$ cat src/rtl/red_pitaya_calib_pkg.sv
// Shared types and helpers for the ADC calibration datapath.
// Gain is Q(DWM-2): unity = 1 << (DWM-2).
package red_pitaya_calib_pkg;

    localparam int CALIB_DWM = 16;
    localparam int CALIB_DWS = 14;

    typedef struct packed {
        logic signed [CALIB_DWM-1:0] mul;
        logic signed [CALIB_DWS-1:0] sum;
    } calib_cfg_t;

    function automatic logic [31:0] calib_unity(input int dwm);
        return 32'd1 << (dwm - 2);
    endfunction

    function automatic logic signed [63:0] sat_clamp(
        input logic signed [63:0] x,
        input int                 w
    );
        logic signed [63:0] hi;
        logic signed [63:0] lo;
        hi = (64'sd1 <<< (w - 1)) - 64'sd1;
        lo = -(64'sd1 <<< (w - 1));
        if (x > hi) return hi;
        if (x < lo) return lo;
        return x;
    endfunction

endpackage

$ cat src/rtl/red_pitaya_sat_cnt.sv
// Sticky saturation flag plus saturating event counter.
// A clear in the same cycle as an event keeps that event.
module red_pitaya_sat_cnt
    import red_pitaya_calib_pkg::*;
#(
    parameter int DWC = 16
) (
    input  logic           clk,
    input  logic           rstn,
    input  logic           evt,
    input  logic           clr,
    output logic           flg,
    output logic [DWC-1:0] cnt
);

    logic           flg_q, flg_d;
    logic [DWC-1:0] cnt_q, cnt_d;

    always_comb begin
        flg_d = flg_q;
        cnt_d = cnt_q;
        if (clr) begin
            flg_d = evt;
            cnt_d = evt ? DWC'(1) : '0;
        end else if (evt) begin
            flg_d = 1'b1;
            if (cnt_q != '1) cnt_d = cnt_q + DWC'(1);
        end
    end

    always_ff @(posedge clk or negedge rstn) begin
        if (!rstn) begin
            flg_q <= 1'b0;
            cnt_q <= '0;
        end else begin
            flg_q <= flg_d;
            cnt_q <= cnt_d;
        end
    end

    assign flg = flg_q;
    assign cnt = cnt_q;

endmodule

$ cat src/rtl/red_pitaya_adc_calib_proc.sv
// Streaming ADC calibration: y = sat(((x + sum) * mul) >>> (DWM-2)).
// Three stages under one global stall (en), gain carried with stage-1 data.
module red_pitaya_adc_calib_proc
    import red_pitaya_calib_pkg::*;
#(
    parameter int DWI = 14,
    parameter int DWO = 14,
    parameter int DWM = 16,
    parameter int DWS = 14,
    parameter int DWC = 16
) (
    input  logic           clk,
    input  logic           rstn,
    input  logic [DWM-1:0] cfg_mul,
    input  logic [DWS-1:0] cfg_sum,
    input  logic           cfg_load,
    input  logic [DWI-1:0] sti_dat,
    input  logic           sti_vld,
    output logic           sti_rdy,
    output logic [DWO-1:0] sto_dat,
    output logic           sto_vld,
    input  logic           sto_rdy,
    output logic           sat_flg,
    output logic [DWC-1:0] sat_cnt,
    input  logic           sat_clr
);

    localparam int DWU = DWI + 1;
    localparam int DWP = DWI + 1 + DWM;

    logic en;

    calib_cfg_t act_q, act_d;

    logic                  s1_vld_q, s1_vld_d;
    logic signed [DWU-1:0] s1_dat_q, s1_dat_d;
    logic signed [DWM-1:0] s1_mul_q, s1_mul_d;
    logic                  s2_vld_q, s2_vld_d;
    logic signed [DWP-1:0] s2_dat_q, s2_dat_d;
    logic                  s3_vld_q, s3_vld_d;
    logic signed [DWO-1:0] s3_dat_q, s3_dat_d;

    logic signed [DWP-1:0] s3_shf;
    logic signed [63:0]    s3_wide;
    logic signed [63:0]    s3_clp;
    logic                  sat_evt;

    always_comb begin
        en = ~s3_vld_q | sto_rdy;

        // New coefficients apply to samples entering after the load edge.
        act_d = act_q;
        if (cfg_load) begin
            act_d.mul = cfg_mul;
            act_d.sum = cfg_sum;
        end

        s3_shf  = s2_dat_q >>> (DWM - 2);
        s3_wide = 64'(s3_shf);
        s3_clp  = sat_clamp(s3_wide, DWO);
        sat_evt = en & s2_vld_q & (s3_clp != s3_wide);

        s1_vld_d = s1_vld_q;
        s1_dat_d = s1_dat_q;
        s1_mul_d = s1_mul_q;
        s2_vld_d = s2_vld_q;
        s2_dat_d = s2_dat_q;
        s3_vld_d = s3_vld_q;
        s3_dat_d = s3_dat_q;

        if (en) begin
            s1_vld_d = sti_vld;
            s1_dat_d = DWU'($signed(sti_dat)) + DWU'(act_q.sum);
            s1_mul_d = act_q.mul;
            s2_vld_d = s1_vld_q;
            s2_dat_d = DWP'(s1_dat_q) * DWP'(s1_mul_q);
            s3_vld_d = s2_vld_q;
            if (s2_vld_q) s3_dat_d = DWO'(s3_clp);
        end
    end

    always_ff @(posedge clk or negedge rstn) begin
        if (!rstn) begin
            act_q.mul <= DWM'(calib_unity(DWM));
            act_q.sum <= '0;
            s1_vld_q  <= 1'b0;
            s1_dat_q  <= '0;
            s1_mul_q  <= '0;
            s2_vld_q  <= 1'b0;
            s2_dat_q  <= '0;
            s3_vld_q  <= 1'b0;
            s3_dat_q  <= '0;
        end else begin
            act_q    <= act_d;
            s1_vld_q <= s1_vld_d;
            s1_dat_q <= s1_dat_d;
            s1_mul_q <= s1_mul_d;
            s2_vld_q <= s2_vld_d;
            s2_dat_q <= s2_dat_d;
            s3_vld_q <= s3_vld_d;
            s3_dat_q <= s3_dat_d;
        end
    end

    red_pitaya_sat_cnt #(
        .DWC (DWC)
    ) u_sat_cnt (
        .clk  (clk),
        .rstn (rstn),
        .evt  (sat_evt),
        .clr  (sat_clr),
        .flg  (sat_flg),
        .cnt  (sat_cnt)
    );

    assign sti_rdy = en;
    assign sto_dat = s3_dat_q;
    assign sto_vld = s3_vld_q;

endmodule

$ cat config.mk
export PLATFORM = sky130hd
export DESIGN_NAME = red_pitaya_adc_calib_proc
export DESIGN_NICKNAME = d
export VERILOG_FILES = /design/src/rtl/red_pitaya_calib_pkg.sv /design/src/rtl/red_pitaya_sat_cnt.sv /design/src/rtl/red_pitaya_adc_calib_proc.sv
export SDC_FILE = /design/constraint.sdc
export NUM_CORES = 1
export LEC_CHECK = 0
export CAP_MARGIN = 20
export CORE_MARGIN = 3
export CORE_UTILIZATION = 45
export DETAILED_ROUTE_END_ITERATION = 7
export PLACE_DENSITY = 0.64
export SLEW_MARGIN = 30
export SYNTH_ARGS = -nofsm -noshare
export SYNTH_HDL_FRONTEND = slang
export SYNTH_HIERARCHICAL = 1
export SYNTH_SLANG_ARGS = --single-unit
export TNS_END_PERCENT = 100
$ cat constraint.sdc
create_clock -name clk -period 7.8 [get_ports clk]
set_input_delay 1.17 -clock clk [delete_from_list [all_inputs] [get_ports clk]]
set_output_delay 1.17 -clock clk [all_outputs]
set_load 0.02 [all_outputs]
Word-level counts from Yosys, hierarchy flattened

Cells that the tools add are included.

Bits of input ports: 50
Output and inout port bits: 33
Register bits after elaboration: 126

Bitwise logic cells: 4
Add/subtract/negate cells: 2
Eq/ne operators: 2
Order comparisons: 2
Reduce and logical (&&, ||, !) cells: 4
Multiplexer cells: 13
Multipliers: 1

Operators by type and width:

| operator                                                        | count |
|---|---|
| two-way mux 64 bit                                              | 4 |
| inequality test 64 x 17 -> 1 bit                                | 1 |
| two-way mux 16 bit                                              | 3 |
| multiplier 15 x 16 -> 31 bit                                    | 1 |
| greater-than comparator 17 x 14 -> 1 bit, second input constant | 1 |
| less-than comparator 17 x 14 -> 1 bit, second input constant    | 1 |
| adder 16 x 1 -> 16 bit, second input constant                   | 1 |
| inequality test 16 bit, second input constant                   | 1 |
| adder 14 x 14 -> 15 bit                                         | 1 |
| two-way mux 1 bit                                               | 6 |
| AND reduction 2 bit                                             | 2 |
| nonzero test 2 bit                                              | 2 |
| bitwise AND 1 bit                                               | 2 |
| inverter 1 bit                                                  | 1 |
| OR 1 bit                                                        | 1 |

Logic depth before layout (Yosys ltp)

Depth in word-level cells: 9
Gate-level depth with buffers: 23

Modules after synthesis

Netlist, hierarchy kept.

Modules (own cells, without submodules):

| module                    | area an instance (µm²) | seq. area each (µm²) | cells an instance | instances |
|---|---|---|---|---|
| red_pitaya_adc_calib_proc | 12,874.8               | 2,378.5              | 1,341             | 1 |
| red_pitaya_sat_cnt        | 1,024.7                | 425.4                | 94                | 1 |

Worst setup path before layout

Ideal clock, no wire load.

Kind: reg2reg
From: reg s1_mul_q[15]
To: reg s2_dat_q[30]
Required time: 7.664 ns
Slack: 1.116 ns
Setup time: 0.136 ns
Arrival time: 6.549 ns
Cell stages (with the launch flop): 21
Path through: dfrtp_1 -> clkbuf_1 -> nand2_1 -> inv_1 -> fa_1 -> inv_1 -> fa_1 -> inv_1 -> fa_1 -> fa_1 -> fa_1 -> inv_1 -> fa_1 -> inv_1 -> ha_1 -> and4_1 -> a221o_1 -> a22o_1 -> or4_1 -> a2111oi_0 -> nor3_1

Cells in the longest elaborated chain, start to end: 1

Ends and longest elaborated chain:

| element                      | line                            | RTL |
|---|---|---|
| from (decl)                  | red_pitaya_adc_calib_proc.sv:37 | `logic signed [DWM-1:0] s1_mul_q, s1_mul_d;` |
| from (signal assigned)       | red_pitaya_adc_calib_proc.sv:97 | `s1_mul_q <= s1_mul_d;` |
| multiplier 15 x 16 -> 31 bit | red_pitaya_adc_calib_proc.sv:76 | `s2_dat_d = DWP'(s1_dat_q) * DWP'(s1_mul_q);` |
| to (signal assigned)         | red_pitaya_adc_calib_proc.sv:99 | `s2_dat_q <= s2_dat_d;` |
| to (decl)                    | red_pitaya_adc_calib_proc.sv:39 | `logic signed [DWP-1:0] s2_dat_q, s2_dat_d;` |

No other way between the ends.
A chain may end at the register's enable or synchronous reset.

Final worst setup path

From: reg s1_dat_q[0]
To: reg s2_dat_q[30]

Cells in the longest elaborated chain, start to end: 1

Ends and longest elaborated chain:

| element                      | line                            | RTL |
|---|---|---|
| from (decl)                  | red_pitaya_adc_calib_proc.sv:36 | `logic signed [DWU-1:0] s1_dat_q, s1_dat_d;` |
| from (signal assigned)       | red_pitaya_adc_calib_proc.sv:96 | `s1_dat_q <= s1_dat_d;` |
| multiplier 15 x 16 -> 31 bit | red_pitaya_adc_calib_proc.sv:76 |  |

No other way between the ends.

==> metrics.md <==
| Metric | Value |
|---|---|
| Status | completed |
| Setup crit start kind | flip-flop |
| Max Buffers Root-to-Sink | 2 |
| H-tree depth | 3 |
| CTS Buf Count | 9 |
| Layout cells sized above 1 | 0.0573 |
| Synth unique cells | 72 |
| Initial core utilization | 0.463 |
| Post-CTS Repair Setup Buffers | 0 |
| DP Wirelength | 24100 um |
| EDFF count, synth | 0 |
| Clk Latency, worst-skew pair | 0.37 ns |
| Ports | 83 |
| Row count | 63 |
| Post-synth ARST share | 1.00 |
| Routed Antenna Nets | 0 |
| DIE AREA | 33000 um^2 |
| Top FF cell, synth | dfrtp_1 |
| Most common cell in the netlist | inv_1 |
| Pre-antenna DRT Iters | 5 |
| Worst path depth | 19 |
| First-pass GRT wire length | 51400 um |
| DRT Wirelength | 30000 um |
| Tot GR Track Use | 0.191 |
| Clk slew on worst S/H paths | 0.09 ns |
| Worst path cell trace | nand2_1 > inv_1 > fa_1 > inv_1 > fa_1 > inv_1 > fa_1 > fa_1 > fa_1 > inv_1 > fa_1 > inv_1 > ha_1 > and4_1 > a221o_1 > a22o_1 > or4_1 > a2111oi_0 > nor3_1 |
| Final Cycle Share | 0.917 |
| Final Skew | 0.0134 ns |
| Slew @ Worst Pin | 0.884 ns |
| Gr busiest metal | met2 |
| Layout net count | 1860 |
| Max-capacitance violation count | 0 |
| Final count of pins violating max slew | 0 |
| WP data required | 8.04 ns |
| Port Buffer Count | 82 |
| Met2 Use GR | 0.325 |
| Pin count of the biggest net entering global routing | 64 |
| Worst path top cell family by delay | adder cells |
| Most instantiated cells after synthesis | inv_1 (283), fa_1 (235), nand2_1 (208), dfrtp_1 (111), and2_1 (105) |
| Unrepaired setup endpoints after global routing | no |
| TritonCTS clock tree | built |
| Met1 usage | 0.269 |
| Post-CTS Resized | 0 |
| Worst Path Buf+Inv | 5 |
| Crit path largest cell delay | 0.70 ns |
| Worst hold path class | flip-flop to flip-flop |
| CP max stage cell | fa_1 |
| Antenna fix cells | 0 |
| Clock sinks | 112 |
| Via count | 9626 |
| Arrival time at the worst endpoint | 7.39 ns |
| Initial antenna violation count | 0 |
| Slew Limit Headroom | 0.409 |
| Critical path class | flip-flop to flip-flop |
| Core area | 30000 um^2 |
| Fmax | 140 MHz |
| Final Hold Fails | 0 |
| Mapped cell area | 13900 um^2 |
| Met3 Track Usage GR | 0.0204 |
| Final setup fails | 0 |
| DR WL/cell | 16.0 um |
| DR iter-0 viols | 463 |
| Via density | 5.14 |
| Hold buffers post-CTS | 0 |
| Synth top area cells | fa_1 (34%), dfrtp_1 (20%), ha_1 (8.6%) |
| Sequential cell area fraction in the yosys report | 0.202 |
| CP max FO | 16 |
| Area delta synth->final | 10.6% |
| Min Tclk post-route | 7.15 ns |
| Min-Delay Path Depth | 2 |
| RePlAce Congestion | 0.851 |
| Die W | 182 um |
| Synth top area share | 0.338 |
| Root Driver | clkbuf_16 |
| Most used cell, CP | fa_1 |
| Post-synth top area cell | fa_1 |
| Yosys warns | 6 |
| Seq cells post-synth | 112 |
| Mapped Cells | 1435 |
| Avg Cell Area, Syn | 9.69 um^2 |
| Crit. End Element | flip-flop |
| Setup TNS | 0 ns |
| Die Ht | 182 um |
| Vias in the first global route | 10100 |
| Net Count, Synth | 1816 |
| Grt total ovfl | 0 |
| Reg2reg path depth | 19 |
| Residual DRC count | 0 |
cell families (layout without fill, tap and decap cells):
kind of cell,after synthesis,after routing,synth area share
adders and majority gates,331,331,0.425
DFF,112,112,0.202
muxes,31,31,0.0249
and+or+nand+nor,459,459,0.165
AOI/OAI and AO/OA,127,127,0.0684
buffers and inverters,340,389,0.0927
xor gates and xnor gates,35,35,0.0221
metrics by stage:
stage / hold slack, ns / worst slack (ns) / instance area [um^2] / util / std cells
after CTS: 0.480 / 0.607 / 15400 / 0.512 / 1874
final: 0.477 / 0.647 / 15400 / 0.512 / 1874
after global routing: 0.491 / 0.253 / 15400 / 0.512 / 1874
after detailed placement: 0.458 / 0.659 / 15000 / 0.501 / 1858
after floorplan: 0.439 / 1.12 / 13900 / - / 1435
after global placement: 0.452 / 0.828 / 15000 / 0.501 / 1858
path summary, 6_finish.rpt:
path,start,slack [ns],to
max in group asynchronous,rstn,5.73,s2_dat_q[17]
min in group asynchronous,rstn,0.80,u_sat_cnt/cnt[8]
setup reg to reg,s1_dat_q[0],0.65,s2_dat_q[30]
setup / recovery,s1_dat_q[0],0.65,s2_dat_q[30]
hold reg to reg,act_q[19],0.48,s1_mul_q[5]
hold / removal,act_q[19],0.48,s1_mul_q[5]
sequential cells by signal, summed over array words and instances (netlist names):
name and flops:
sto_dat 14, s2_dat_q 17, s1_vld_q 1, s1_dat_q 15
s2_vld_q 1, sto_vld 1, u_sat_cnt/flg 1, s1_mul_q 16
act_q 30, u_sat_cnt/cnt 16
cell type report:
| cell class | count | area (um^2) |
|---|---|---|
| inverters | 284 | 1070 |
| clock inverters | 7 | 103 |
| clock buffers | 9 | 225 |
| fillers | 2765 | 14700 |
| repair buffers | 89 | 871 |
| flip-flops and latches | 112 | 2800 |
| multi-input cells | 983 | 9810 |
| well taps | 390 | 488 |
layout by cell type, fill, tap and decap left out, drive strengths merged, types with 6 or more instances in the layout:
cell and count:
a211oi 7, a21o 10, a21oi 28, and2 106
and3 13, buf 8, clkbuf 9, clkdlybuf4s50 81
dfrtp 111, fa 235, ha 96, inv 289
mux2 29, nand2 209, nand2b 10, nand3 11
nand4 6, nor2 45, nor2b 19, nor3 13
nor4 6, o21ai 26, o22a 14, o31ai 11
xnor2 22, xor2 13
metal layers:
layer | wire length, um | vias to the layer above
met3 | 998 | 22
li1 | - | 4506
met1 | 13500 | 4942
met4 | 345 | 0
met2 | 15200 | 156
met5 | 0 | -
worst register-to-register path: stages, from the launching register on:
cell and delay, ns:
dfrtp_1 0.56, nand2_1 0.20, inv_1 0.10, fa_1 0.54, inv_1 0.16, fa_1 0.70, inv_1 0.25, fa_1 0.61
fa_1 0.44, fa_1 0.54, inv_1 0.05, fa_1 0.52, inv_1 0.04, ha_1 0.35, and4_1 0.25, a221o_1 0.34
a22o_1 0.24, or4_1 0.59, a2111oi_0 0.43, nor3_1 0.10
Power is left out: the tool's default activity adds up to more than one toggle a clock period on the data nets, which glitch-free logic cannot reach.
